$ cat src/rtl/seq_divider_pkg.sv
// ============================================================================
//  Module   : seq_divider_pkg
//  Purpose  : Shared definitions for the sequential divider: datapath width,
//             divide-by-zero quotient value and the FSM state encoding.
//  Ports    : none (package)
//  Revision : 1.0 - initial release
// ============================================================================
`default_nettype none

package seq_divider_pkg;

  localparam int         DIV_WIDTH         = 8;
  localparam logic [7:0] DIV_ZERO_QUOTIENT = 8'hFF;

  typedef enum logic [1:0] {
    ST_IDLE = 2'd0,
    ST_RUN  = 2'd1,
    ST_DONE = 2'd2
  } div_state_e;

endpackage

`default_nettype wire

$ cat src/rtl/seq_divider_if.sv
// ============================================================================
//  Module   : seq_divider_if
//  Purpose  : Request/result bundle between the control unit (master) and the
//             divider (slave).
//  Ports    : start, dividend, divisor            (master -> slave)
//             quotient, remainder, busy, done,
//             div_by_zero                         (slave -> master)
//  Revision : 1.0 - initial release
// ============================================================================
`default_nettype none

interface seq_divider_if;
  import seq_divider_pkg::*;

  logic                 start;
  logic [DIV_WIDTH-1:0] dividend;
  logic [DIV_WIDTH-1:0] divisor;
  logic [DIV_WIDTH-1:0] quotient;
  logic [DIV_WIDTH-1:0] remainder;
  logic                 busy;
  logic                 done;
  logic                 div_by_zero;

  modport master (
    output start, dividend, divisor,
    input  quotient, remainder, busy, done, div_by_zero
  );

  modport slave (
    input  start, dividend, divisor,
    output quotient, remainder, busy, done, div_by_zero
  );

endinterface

`default_nettype wire

$ cat src/rtl/seq_divider_div_step.sv
// ============================================================================
//  Module   : div_step
//  Purpose  : One restoring-division iteration (purely combinational).
//             Shifts the next dividend bit into the partial remainder and
//             keeps the trial subtraction only when it does not borrow.
//  Ports    : r_i, q_i, d_i  - partial remainder, quotient shift reg, divisor
//             r_o, q_o       - updated partial remainder and quotient
//  Revision : 1.0 - initial release
// ============================================================================
`default_nettype none

module div_step
  import seq_divider_pkg::*;
(
  input  wire logic [DIV_WIDTH-1:0] r_i,
  input  wire logic [DIV_WIDTH-1:0] q_i,
  input  wire logic [DIV_WIDTH-1:0] d_i,
  output logic      [DIV_WIDTH-1:0] r_o,
  output logic      [DIV_WIDTH-1:0] q_o
);

  logic [DIV_WIDTH:0] w_s;
  logic [DIV_WIDTH:0] w_t;

  always_comb begin
    w_s = {r_i, q_i[DIV_WIDTH-1]};
    w_t = w_s - {1'b0, d_i};
    // w_t[MSB] is the borrow: set when the shifted remainder is below D.
    // Because R < D on entry, S < 2D, so a non-borrowing result fits 8 bits.
    if (!w_t[DIV_WIDTH]) begin
      r_o = w_t[DIV_WIDTH-1:0];
      q_o = {q_i[DIV_WIDTH-2:0], 1'b1};
    end else begin
      r_o = w_s[DIV_WIDTH-1:0];
      q_o = {q_i[DIV_WIDTH-2:0], 1'b0};
    end
  end

endmodule

`default_nettype wire

$ cat src/rtl/seq_divider.sv
// ============================================================================
//  Module   : seq_divider
//  Purpose  : 8-bit unsigned restoring divider, one bit per clock, with a
//             start/busy/done handshake. Divide-by-zero finishes in one cycle
//             with quotient 8'hFF and remainder = dividend.
//  Ports    : clk  - clock, rising edge
//             rst  - synchronous active-high reset
//             bus  - seq_divider_if.slave (request operands, results, status)
//  Revision : 1.0 - initial release
// ============================================================================
`default_nettype none

module seq_divider
  import seq_divider_pkg::*;
(
  input  wire logic          clk,
  input  wire logic          rst,
  seq_divider_if.slave       bus
);

  div_state_e           state_q, state_d;
  logic [DIV_WIDTH-1:0] q_q, q_d;
  logic [DIV_WIDTH-1:0] r_q, r_d;
  logic [DIV_WIDTH-1:0] d_q, d_d;
  logic [2:0]           cnt_q, cnt_d;
  logic                 dbz_q, dbz_d;

  logic [DIV_WIDTH-1:0] step_r;
  logic [DIV_WIDTH-1:0] step_q;

  div_step u_div_step (
    .r_i (r_q),
    .q_i (q_q),
    .d_i (d_q),
    .r_o (step_r),
    .q_o (step_q)
  );

  always_ff @(posedge clk) begin
    if (rst) begin
      state_q <= ST_IDLE;
      q_q     <= '0;
      r_q     <= '0;
      d_q     <= '0;
      cnt_q   <= '0;
      dbz_q   <= 1'b0;
    end else begin
      state_q <= state_d;
      q_q     <= q_d;
      r_q     <= r_d;
      d_q     <= d_d;
      cnt_q   <= cnt_d;
      dbz_q   <= dbz_d;
    end
  end

  always_comb begin
    state_d = state_q;
    q_d     = q_q;
    r_d     = r_q;
    d_d     = d_q;
    cnt_d   = cnt_q;
    dbz_d   = dbz_q;

    case (state_q)
      ST_IDLE, ST_DONE: begin
        // DONE accepts a new request so operations can run back to back.
        if (state_q == ST_DONE) begin
          state_d = ST_IDLE;
        end
        if (bus.start) begin
          if (bus.divisor == '0) begin
            q_d     = DIV_ZERO_QUOTIENT;
            r_d     = bus.dividend;
            dbz_d   = 1'b1;
            state_d = ST_DONE;
          end else begin
            d_d     = bus.divisor;
            q_d     = bus.dividend;
            r_d     = '0;
            cnt_d   = 3'd7;
            dbz_d   = 1'b0;
            state_d = ST_RUN;
          end
        end
      end

      ST_RUN: begin
        // start is deliberately not looked at here: operands stay latched.
        q_d = step_q;
        r_d = step_r;
        if (cnt_q == 3'd0) begin
          state_d = ST_DONE;
        end else begin
          cnt_d = cnt_q - 3'd1;
        end
      end

      default: begin
        state_d = ST_IDLE;
      end
    endcase
  end

  assign bus.quotient    = q_q;
  assign bus.remainder   = r_q;
  assign bus.busy        = (state_q == ST_RUN);
  assign bus.done        = (state_q == ST_DONE);
  assign bus.div_by_zero = dbz_q;

endmodule

`default_nettype wire

$ cat src/flat_wrapper.sv
// flat-port wrapper written by rule: the top's interface ports become plain ports
module seq_divider_flat import seq_divider_pkg::*;
  (clk, rst, bus_start, bus_dividend, bus_divisor, bus_quotient, bus_remainder, bus_busy, bus_done, bus_div_by_zero);
  seq_divider_if bus_i ();
  input  wire logic clk;
  input  wire logic rst;
  input wire logic [$bits(bus_i.start)-1:0] bus_start;
  input wire logic [$bits(bus_i.dividend)-1:0] bus_dividend;
  input wire logic [$bits(bus_i.divisor)-1:0] bus_divisor;
  output wire logic [$bits(bus_i.quotient)-1:0] bus_quotient;
  output wire logic [$bits(bus_i.remainder)-1:0] bus_remainder;
  output wire logic [$bits(bus_i.busy)-1:0] bus_busy;
  output wire logic [$bits(bus_i.done)-1:0] bus_done;
  output wire logic [$bits(bus_i.div_by_zero)-1:0] bus_div_by_zero;
  assign bus_i.start = bus_start;
  assign bus_i.dividend = bus_dividend;
  assign bus_i.divisor = bus_divisor;
  assign bus_quotient = bus_i.quotient;
  assign bus_remainder = bus_i.remainder;
  assign bus_busy = bus_i.busy;
  assign bus_done = bus_i.done;
  assign bus_div_by_zero = bus_i.div_by_zero;
  seq_divider u_core (.clk(clk), .rst(rst), .bus(bus_i));
endmodule
$ cat config.mk
export PLATFORM = sky130hd
export DESIGN_NAME = seq_divider_flat
export DESIGN_NICKNAME = d
export VERILOG_FILES = /design/src/rtl/seq_divider_pkg.sv /design/src/rtl/seq_divider_if.sv /design/src/rtl/seq_divider_div_step.sv /design/src/rtl/seq_divider.sv /design/src/flat_wrapper.sv
export SDC_FILE = /design/constraint.sdc
export NUM_CORES = 1
export LEC_CHECK = 0
export CAP_MARGIN = 15
export CORE_ASPECT_RATIO = 0.5
export CORE_MARGIN = 4
export CORE_UTILIZATION = 45
export DETAILED_ROUTE_END_ITERATION = 8
export PLACE_DENSITY = 0.72
export SYNTH_ARGS = -nofsm -noshare
export SYNTH_HDL_FRONTEND = slang
export SYNTH_SLANG_ARGS = --single-unit
$ cat constraint.sdc
create_clock -name clk -period 5.3 [get_ports clk]
set_clock_uncertainty 0.15 [all_clocks]
set_input_delay 0.53 -clock clk [delete_from_list [all_inputs] [get_ports clk]]
set_output_delay 0.53 -clock clk [all_outputs]
set_load 0.02 [all_outputs]
# == Yosys cells after proc, flatten, opt, wreduce, memory -nomap -nowiden ==
# Cells that the tools add are included.
# totals
register_bits,30
input_bits,19
out_inout_bits,19
wordCells,44
# classes
n_addsub,2
n_eq_ne,7
n_mux,18
bitwise_logic,1
reduce_logical,10
# op_table
op,n
two-way mux 8 bit,5
case mux 8 bit (2 select lines),2
two-way mux 3 bit,3
subtractor 9 x 8 -> 9 bit,1
logical NOT 8 bit,1
two-way mux 2 bit,4
"!= test 2 bit, second input constant",3
case mux 3 bit (2 select lines),1
AND reduction 2 bit,3
case mux 2 bit (2 select lines),1
AND reduction 4 bit,1
logical NOT 3 bit,1
"!= test 3 bit, second input constant",1
AND reduction 3 bit,1
"subtractor 3 x 1 -> 3 bit, second input constant",1
"== test 2 x 1 -> 1 bit, second input constant",1
"== test 2 bit, second input constant",1
logical NOT 2 bit,1
two-way mux 1 bit,2
"!= test 2 x 1 -> 1 bit, second input constant",1
nonzero test 2 bit,1
OR reduction 2 bit,1
inverter 1 bit,1

# == Depth between registers and ports, before layout ==
# Gate-level depths: netlist of the first run.
# logic_depth
depth_word,4
depth_mapped,12
depth_no_buf,10

# == Cells and area by module ==
# A second synthesis of the first run with hierarchy kept.
# hier_totals
cells_unflattened,242
area_unflattened_um2,2092.0
# by_module_without_submodules
mod,instances,cells_each,area_each_um2
seq_divider,1,177,1554.0
div_step,1,65,538.0

# == Worst setup path before layout of the first run ==
# No wires, ideal clock.
# synth_timing
path_type,register -> register
start,"register u_core.q_q[7], in the netlist u_core.bus.quotient[7]"
end,"register u_core.r_q[4], in the netlist u_core.bus.remainder[4]"
setup_time_ps,86
t_arrival_ps,2372
required_ps,5064
slack_ps,2692
path_stages_with_launch,12
period_less_slack_ps,2608
path_cell_list,dfxtp_1 > inv_1 > ha_1 > inv_1 > fa_1 > a211oi_2 > nor4_1 > or3_1 > buf_6 > buf_12 > mux2i_1 > a221oi_2
# synth_via
elab_chain_len,3
# synth_rtl
item,line_no,source
start: declaration,seq_divider.sv:22,"logic [DIV_WIDTH-1:0] q_q, q_d;"
start signal: assignment,seq_divider.sv:49,q_q <= q_d;
subtractor 9 x 8 -> 9 bit,seq_divider_div_step.sv:27,"w_t = w_s - {1'b0, d_i};"
two-way mux 8 bit,seq_divider_div_step.sv:30,if (!w_t[DIV_WIDTH]) begin
case mux 8 bit (2 select lines),seq_divider.sv:65,case (state_q)
end signal: assignment,seq_divider.sv:50,r_q <= r_d;
end: declaration,seq_divider.sv:23,"logic [DIV_WIDTH-1:0] r_q, r_d;"
# No other way between the ends.
# A chain may end at the register's enable or synchronous reset.

# == Worst setup path in the final report of the first run ==
# layout_timing
start,register u_core.state_q[1]
end,output bus_busy
# layout_via
elab_chain_len,1
# layout_rtl
item,line_no,source
start: declaration,seq_divider.sv:21,"div_state_e state_q, state_d;"
start signal: assignment,seq_divider.sv:48,state_q <= state_d;
== test 2 x 1 -> 1 bit,seq_divider.sv:107,assign bus.busy = (state_q == ST_RUN);
end: declaration,flat_wrapper.sv:12,output wire logic [$bits(bus_i.busy)-1:0] bus_busy;
# No other way between the ends.

==> results of run 1 <==
==> per-layer routing <==
metal	wire (um)	GRT usage (%)
met1	2145	26.23
met2	1987	28.54
met3	306	5.308
met4	53	6.977
met5	0	0
==> kinds of logic (layout without fill, tap and decap cells) <==
| kind of cell | count (synthesis) | in the layout | synth area share (%) |
|---|---|---|---|
| adders and majority gates | 11 | 11 | 8.239 |
| AOI/OAI and AO/OA | 64 | 64 | 23.08 |
| DFF | 30 | 30 | 34.09 |
| xor gates and xnor gates | 6 | 6 | 2.983 |
| and+or+nand+nor | 79 | 79 | 20.74 |
| buffers and inverters | 31 | 62 | 7.954 |
| muxes | 5 | 5 | 2.912 |
==> worst max-delay path by stage <==
| stage | start | end | slack (ps) |
|---|---|---|---|
| 5_1_grt | u_core.state_q[1]$_SDFFE_PP0P_ | bus_busy | 1930 |
| 6_report | u_core.state_q[1]$_SDFFE_PP0P_ | bus_busy | 2050 |
| 3_3_place_gp | u_core.state_q[1]$_SDFFE_PP0P_ | bus_busy | 2470 |
| 3_5_place_dp | u_core.state_q[1]$_SDFFE_PP0P_ | bus_busy | 2400 |
| 4_1_cts | u_core.state_q[1]$_SDFFE_PP0P_ | bus_busy | 2080 |
| 2_1_floorplan | u_core.bus.quotient[7]$_SDFFE_PP0P_ | u_core.bus.remainder[4]$_SDFFE_PP0P_ | 2690 |
==> area by class of cell <==
cell class,count,area share [%]
multi-input combinational,165,45.64
clock buffer,6,3.691
tap,51,2.852
sequential,30,26.85
timing repair buffer,39,18.12
inverter,17,2.852
==> metrics by stage <==
stage | utilization (%) | setup slack (ps)
2_1_floorplan | - | 2692
3_3_place_gp | 59.03 | 2475
3_5_place_dp | 59.03 | 2404
4_1_cts | 61.32 | 2078
5_1_grt | 62.08 | 1931
6_report | 62.08 | 2053
==> flip-flops by register name, summed over array words and instances, names as in the netlist <==
name and count:
u_core.bus.div_by_zero 1, u_core.bus.quotient 8, u_core.bus.remainder 8, u_core.cnt_q 3, u_core.d_q 8, u_core.state_q 2
==> critical path: stages (launching register included) <==
cell	delay [ps]
dfxtp_1	310
nand2b_1	570
clkinv_1	690
clkdlybuf4s50_1	710
==> layout by cell type, fill, tap and decap left out, drive strengths merged, types with 6 or more instances in the layout <==
master         instances
o21ai                 10
clkdlybuf4s50         37
nor2                   9
nand2                 36
nand3                 16
ha                    10
inv                   16
a21oi                 32
clkbuf                 6
dfxtp                 30
==> power breakdown <==
group | switching [mW] | internal [mW]
logic | 0.146 | 0.122
registers | 0.0188 | 0.248
clock network | 0.0822 | 0.0999
==> reports/qor.txt, run 1 <==
DRT iter0 DRCs: 97
largest area contributor in the netlist: dfxtp_1
fin cells: 308
most instantiated library cell after synthesis: nand2_1
Tot Pwr: 717.7 uW
CP max FO: 21
CTS max path bufs: 2
die width: 96.49 um
register area: 600.6 sq um
initial core utilization: 48.89%
cts repair resizes: 0
number of global-route vias before repair: 1525
WP data required: 4620 ps
area of the multi-input gates: 1021 sq um
DPL Wire Length: 3236 um
Seq/Total Area, Yosys: 34.09%
final period utilization: 61.27%
number of buffers created by CTS: 5
gp weighted congestion: 0.7727
initial antenna violation count: 0
vias per std cell: 5.510
clock slew at reported path FFs: 60 ps
area growth from synthesis to layout: 26.99%
Worst Reg-to-Reg Cells: 10
Async SR Flop Fraction: 0%
Max VDD drop: 0.1941 mV
Hold Crit Depth: 2
ys flop type: dfxtp_1
top cells by area, synth: dfxtp_1 (34%), a21oi_1 (9.1%), nand2_1 (7.7%)
Die Span Y: 52.25 um
Hold Startpoint: u_core.bus.div_by_zero$_SDFFE_PP0P_
I/O pin cnt: 38
cts hold-fix bufs: 0
flop2flop setup slack: 2390 ps
first-pass GRT wire length: 7251 um
Slew Limit Fails: 0
Final setup viols: 0
CP Capture Type: output port
setup_tns: 0 ps
Synth cell types: 42
Yosys warnings: 0
TritonCTS clock tree: built
Diodes inserted: 0
Final Hold Viols: 0
Mean Syn Cell Area: 7.795 sq um
Buffers on Ports: 37
final instance area: 2237 sq um
remaining global-route overflow: 0
Syn Nets: 256
drt pass-1 iters: 4
post-synthesis cell area: 1762 sq um
Min Hold Slack: 309.1 ps
clk sink count: 30
Post-synth EDFFs: 0
via count: 1697
H-Tree Depth: 2
# nets final: 288
r2r startpoint: u_core.bus.quotient[7]$_SDFFE_PP0P_
MaxCap Viol Count: 0
synth cell count leaders: nand2_1 (36), a21oi_1 (32), dfxtp_1 (30)
HP Class: reg2reg
Slew @ Worst Pin: 745.1 ps
wirelength, routed: 4492 um
power per cell area: 320.8 nW/um^2
cell area after placement: 2127 sq um
status: finished clean
Setup CP Type: reg2out
RSZ-0062 raised after global routing: no
Max Fclk: 0.3080 GHz
Post-Synthesis Cells: 226
Root Buffer: clkbuf_8
per-cell routed wire length: 14.58 um
post-route ant nets: 0
fraction of layout cells with a size suffix above 1: 5.447%
GRT Overall Usage: 19.09%
Yosys reg bits: 30
Final min period: 3247 ps
Fill cells: 331
critical path startpoint category: register
worst r2r dst: u_core.bus.remainder[0]$_SDFFE_PP0P_
largest net degree at the start of global routing: 33
hold endpoint: u_core.bus.div_by_zero$_SDFFE_PP0P_
Core ar.: 3603 sq um
leakage power: 0.8564 nW
cell count after placement: 301
Worst EP arrival: 2570 ps
Setup Buffers After CTS: 0
drt drc: 0
Site Rows: 15
Die ar.: 5041 sq um
top-area cell type share of the netlist area: 34.09%
Slew HR: 50.22%
clk_lat worst skew: 280 ps
(Power assumes the default switching activity.)
==> run 2: changes to the inputs <==
==> constraint.sdc (replaced) <==
create_clock -name clk -period 3.4 [get_ports clk]
set_clock_uncertainty 0.15 [all_clocks]
set_input_delay 0.34 -clock clk [delete_from_list [all_inputs] [get_ports clk]]
set_output_delay 0.34 -clock clk [all_outputs]
set_load 0.02 [all_outputs]
==> reports/qor.txt, run 2 (synthesis gave the netlist of run 1 again) <==
H-Tree Depth: 2
Final min period: 2892 ps
DPL Wire Length: 3269 um
power per cell area: 504.2 nW/um^2
max incr delay on CP: 490 ps
Final Hold Viols: 0
cts hold-fix bufs: 0
number of global-route vias before repair: 1523
Worst EP arrival: 2930 ps
clock slew at reported path FFs: 60 ps
largest net degree at the start of global routing: 28
Switch Pwr: 389.0 uW
clk_lat worst skew: 280 ps
Min Hold Slack: 307.5 ps
Buffers on Ports: 37
DRT iter0 DRCs: 136
GRT Overall Usage: 19.41%
Site Rows: 15
leakage power: 0.8632 nW
drt pass-1 iters: 4
per-cell routed wire length: 14.48 um
critical path's top delay family: simple AND/OR/NAND/NOR gates
# nets final: 290
clock network power share: 25.9%
Comb pwr share: 37.3%
vias per std cell: 5.410
fraction of layout cells with a size suffix above 1: 6.513%
Max VDD drop: 0.3029 mV
Die ar.: 5041 sq um
via count: 1688
worst path buffer plus inverter count: 2
Fill cells: 342
remaining global-route overflow: 0
CTS max path bufs: 2
Root Buffer: clkbuf_8
Seq pwr share: 36.9%
MaxCap Viol Count: 0
commonest non-fill, non-tap cells in the layout: clkdlybuf4s50_1 (37), nand2_1 (36), a21oi_1 (32)
Internal: 740.8 uW
post-route ant nets: 0
wirelength, routed: 4518 um
Slew @ Worst Pin: 801.3 ps
Core ar.: 3603 sq um
number of buffers created by CTS: 5
die width: 96.49 um
dpl ws: 561.9 ps
Final setup viols: 0
register area: 600.6 sq um
CP Capture Type: register
drt drc: 0
most common cell after layout, fill and taps aside: clkdlybuf4s50_1
I/O pin cnt: 38
initial antenna violation count: 0
final period utilization: 85.07%
Diodes inserted: 0
first-pass GRT wire length: 7369 um
Slew Limit Fails: 0
TritonCTS clock tree: built
area growth from synthesis to layout: 27.20%
initial core utilization: 48.89%
clk sink count: 30
RSZ-0062 raised after global routing: no
area of the multi-input gates: 1021 sq um
CP Cell Sequence: inv_1 -> ha_1 -> inv_1 -> fa_1 -> a211oi_2 -> nor3_1 -> nor4bb_1 -> or3_1 -> mux2i_1 -> a221oi_2
Setup Buffers After CTS: 0
Die Span Y: 52.25 um
cts repair resizes: 0
Final WS setup: 507.5 ps
Most common cell on crit path: inv_1
switching share of total power: 34.43%
Slew HR: 46.41%
HP Class: reg2reg
cell with the largest stage delay on the worst path: or3_1
CP max FO: 13
status: finished clean
gp weighted congestion: 0.8050
critical path startpoint category: register
Setup CP Type: reg2reg
Max Fclk: 0.3457 GHz
setup_tns: 0 ps
WP data required: 3440 ps
[run 2: cell count changes in the layout (fill, tap and decap cells not counted), sizes merged]
cell    previous run  this run
clkbuf             6         7
buf                2         4
clkinv             1         2
[run 2: path summary, 6_finish.rpt]
check | startpoint | endpoint | depth (start not counted) | slack [ps]
worst max-delay path | u_core.bus.quotient[7]$_SDFFE_PP0P_ | u_core.bus.remainder[4]$_SDFFE_PP0P_ | 10 | 510
worst min-delay path | u_core.d_q[5]$_SDFFE_PP0P_ | u_core.d_q[5]$_SDFFE_PP0P_ | 2 | 310
worst max register to register | u_core.bus.quotient[7]$_SDFFE_PP0P_ | u_core.bus.remainder[4]$_SDFFE_PP0P_ | 10 | 510
worst min register to register | u_core.d_q[5]$_SDFFE_PP0P_ | u_core.d_q[5]$_SDFFE_PP0P_ | 2 | 310
[run 2: power by group through the flow]
stage	registers (mW)	logic (mW)	clock network [mW]
finish	0.416	0.421	0.292
global route	0.421	0.468	0.319
CTS	0.416	0.421	0.299
detailed placement	0.423	0.415	0
global placement	0.422	0.409	0
floorplan	0.442	0.305	0
[run 2: final cells by class]
cell class                 count  area share (%)
clock inverter                 1          0.2233
timing repair buffer          41           17.87
multi-input combinational    165           45.56
sequential                    30           26.80
tap                           51           2.848
inverter                      17           2.848
clock buffer                   7           3.853
[run 2: metrics by stage]
stage                     utilization (%)  area [sq um]  total power [mW]  cells
after floorplan                         -          1762            0.7475    226
after global placement              59.65          2150            0.8303    304
after detailed placement            59.65          2150            0.8388    304
after CTS                           62.19          2241             1.137    312
after global routing                62.19          2241             1.209    312
final                               62.19          2241             1.130    312
[run 2: worst min-delay path, delay by kind of cell (launching register included)]
kind             cells  cell delay (ps)
AO/OA/AOI/OAI        1               50
flip-flops           1              310
AND/OR/NAND/NOR      1               50
[run 2: routing by layer]
layer	global-route usage, %	vias to the layer above	part of all wire [%]
met1	26.63	779	47
met4	6.279	0	0.58
met5	0	-	0
li1	-	858	-
met3	5.165	2	6.1
met2	29.68	49	46
==> run 3: changes to the inputs <==
--- a/config.mk
+++ b/config.mk
@@ -10,7 +10,8 @@
 export CORE_MARGIN = 4
 export CORE_UTILIZATION = 45
 export DETAILED_ROUTE_END_ITERATION = 8
-export PLACE_DENSITY = 0.72
+export PLACE_DENSITY = 0.7
 export SYNTH_ARGS = -nofsm -noshare
 export SYNTH_HDL_FRONTEND = slang
+export SYNTH_HIERARCHICAL = 1
 export SYNTH_SLANG_ARGS = --single-unit
==> reports/qor.txt, run 3 <==
cts repair resizes: 0
number of buffers created by CTS: 5
drt pass-1 iters: 4
status: finished clean
worst path buffer plus inverter count: 2
number of global-route vias before repair: 1762
per-cell routed wire length: 15.96 um
vias per std cell: 5.642
CTS max path bufs: 2
fraction of layout cells with a size suffix above 1: 13.33%
power per cell area: 476.2 nW/um^2
top cells by area, synth: dfxtp_1 (29%), a31oi_1 (6.0%), ha_1 (6.0%)
max incr delay on CP: 400 ps
Slew HR: 51.80%
post-layout util: 56.21%
Slew Limit Fails: 0
critical path's top delay family: compound AO/OA/AOI/OAI gates
TritonCTS clock tree: built
Final Hold Viols: 0
cts hold-fix bufs: 0
clk_lat worst skew: 290 ps
Setup CP Type: reg2reg
CP Cell Sequence: inv_1 -> ha_1 -> inv_1 -> fa_1 -> a21o_1 -> a21oi_2 -> o31ai_4 -> xor2_4 -> mux2i_1 -> a211o_1 -> a21oi_1
Yosys reg bits: 30
Max Fclk: 0.3681 GHz
H-Tree Depth: 2
top-area cell type share of the netlist area: 28.71%
CP Capture Type: register
setup_tns: 0 ps
Simple-Gate Fraction of Synth Area: 20.57%
via count: 1845
Die Span Y: 56.22 um
post-synthesis cell area: 2092 sq um
Site Rows: 17
Post-Synthesis Cells: 242
Syn Nets: 272
Diodes inserted: 0
dpl ws: 731.1 ps
GRT Overall Usage: 18.47%
Final setup viols: 0
drt drc: 0
critical path startpoint category: register
multiplexer share of the synthesized area: 11.72%
Most common cell on crit path: inv_1
# nets final: 299
commonest non-fill, non-tap cells in the layout: clkdlybuf4s50_1 (37), dfxtp_1 (30), nand2_1 (29)
Worst EP arrival: 2780 ps
Slew @ Worst Pin: 717.6 ps
largest area contributor in the netlist: dfxtp_1
clk sink count: 30
post-route ant nets: 0
WP data required: 3470 ps
main combinational cell family by area after synthesis: simple AND/OR/NAND/NOR gates
clock slew at reported path FFs: 70 ps
area growth from synthesis to layout: 19.44%
remaining global-route overflow: 0
Mean Syn Cell Area: 8.645 sq um
most common cell after layout, fill and taps aside: clkdlybuf4s50_1
Seq/Total Area, Yosys: 28.71%
cell count after placement: 319
DPL Wire Length: 3799 um
I/O pin cnt: 38
wirelength, routed: 5219 um
initial antenna violation count: 0
HP Class: reg2reg
most instantiated library cell after synthesis: dfxtp_1
Buffers on Ports: 37
first-pass GRT wire length: 8818 um
fin cells: 327
Adder-Cell Fraction of Synth Area: 6.938%
Die ar.: 5870 sq um
Compound-Gate Fraction of Synth Area: 17.64%
Post-synth EDFFs: 0
Core ar.: 4446 sq um
Async SR Flop Fraction: 0%
initial core utilization: 47.06%
final period utilization: 79.91%
Final WS setup: 683.1 ps
Final min period: 2717 ps
DRT iter0 DRCs: 106
Setup Buffers After CTS: 0
Max VDD drop: 0.1568 mV
CP max FO: 9
Synth cell types: 43
largest net degree at the start of global routing: 26
Min Hold Slack: 332.0 ps
Fill cells: 411
synth cell count leaders: dfxtp_1 (30), nand2_1 (29), a31oi_1 (20)
RSZ-0062 raised after global routing: no
cell with the largest stage delay on the worst path: fa_1
leakage power: 0.9069 nW
xor-xnor portion of the synthesized cell area: 2.990%
Yosys warnings: 6
Root Buffer: clkbuf_8
gp weighted congestion: 0.8296
ys flop type: dfxtp_1
die width: 104.4 um
MaxCap Viol Count: 0
run 3: cell types whose count changed after synthesis, sizes merged, moves of 3 or more:
cell     before  now
mux2i         4   11
clkbuf       11    2
a221oi        5    0
nand2        36   29
o21ai        10    2
a21oi        32   15
nand2b        3    6
nand4         0    9
buf           3   21
a2111oi       0    3
mux2          1   12
a31oi         2   20
run 3: final cells by class:
cell class	count	area [sq um]	area share, %
inverters	17	63.81	2.554
repair buffers	43	415.4	16.62
clock inverters	2	12.51	0.5008
clock buffers	6	82.58	3.305
well taps	57	71.32	2.854
multi-input cells	172	1252	50.13
flip-flops and latches	30	600.6	24.04
run 3: logic make-up after synthesis:
| logic type | Yosys count |
|---|---|
| and+or+nand+nor | 81 |
| muxes | 23 |
| adders and majority gates | 11 |
| buffers and inverters | 40 |
| AOI/OAI and AO/OA | 52 |
| xor gates and xnor gates | 5 |
| DFF | 30 |
run 3: power by group:
| part | switching (mW) | internal (mW) |
|---|---|---|
| registers | 0.0372 | 0.383 |
| clock network | 0.145 | 0.163 |
| logic | 0.239 | 0.223 |
run 3: per-layer routing:
layer  vias to the layer above  GRT usage [%]  wire length (um)
met5                         -              0                 0
met4                         0          4.545                 0
met3                         0          3.824               271
met2                        53          28.26              2350
met1                       874          26.41              2597
li1                        918              -                 -
run 3: stage by stage:
stage	instance area (sq um)	power (mW)
floorplan	2092	0.7647
global placement	2404	0.8711
detailed placement	2404	0.8811
CTS	2499	1.192
global route	2499	1.262
finish	2499	1.190
run 3: final timing paths:
check,cells after the start,to,start,slack (ps)
setup / recovery,11,u_core/bus.quotient[0]$_SDFFE_PP0P_,u_core/bus.quotient[7]$_SDFFE_PP0P_,680
hold / removal,1,u_core/cnt_q[1]$_SDFFE_PP0P_,u_core/cnt_q[1]$_SDFFE_PP0P_,330
setup reg to reg,11,u_core/bus.quotient[0]$_SDFFE_PP0P_,u_core/bus.quotient[7]$_SDFFE_PP0P_,680
hold reg to reg,1,u_core/cnt_q[1]$_SDFFE_PP0P_,u_core/cnt_q[1]$_SDFFE_PP0P_,330
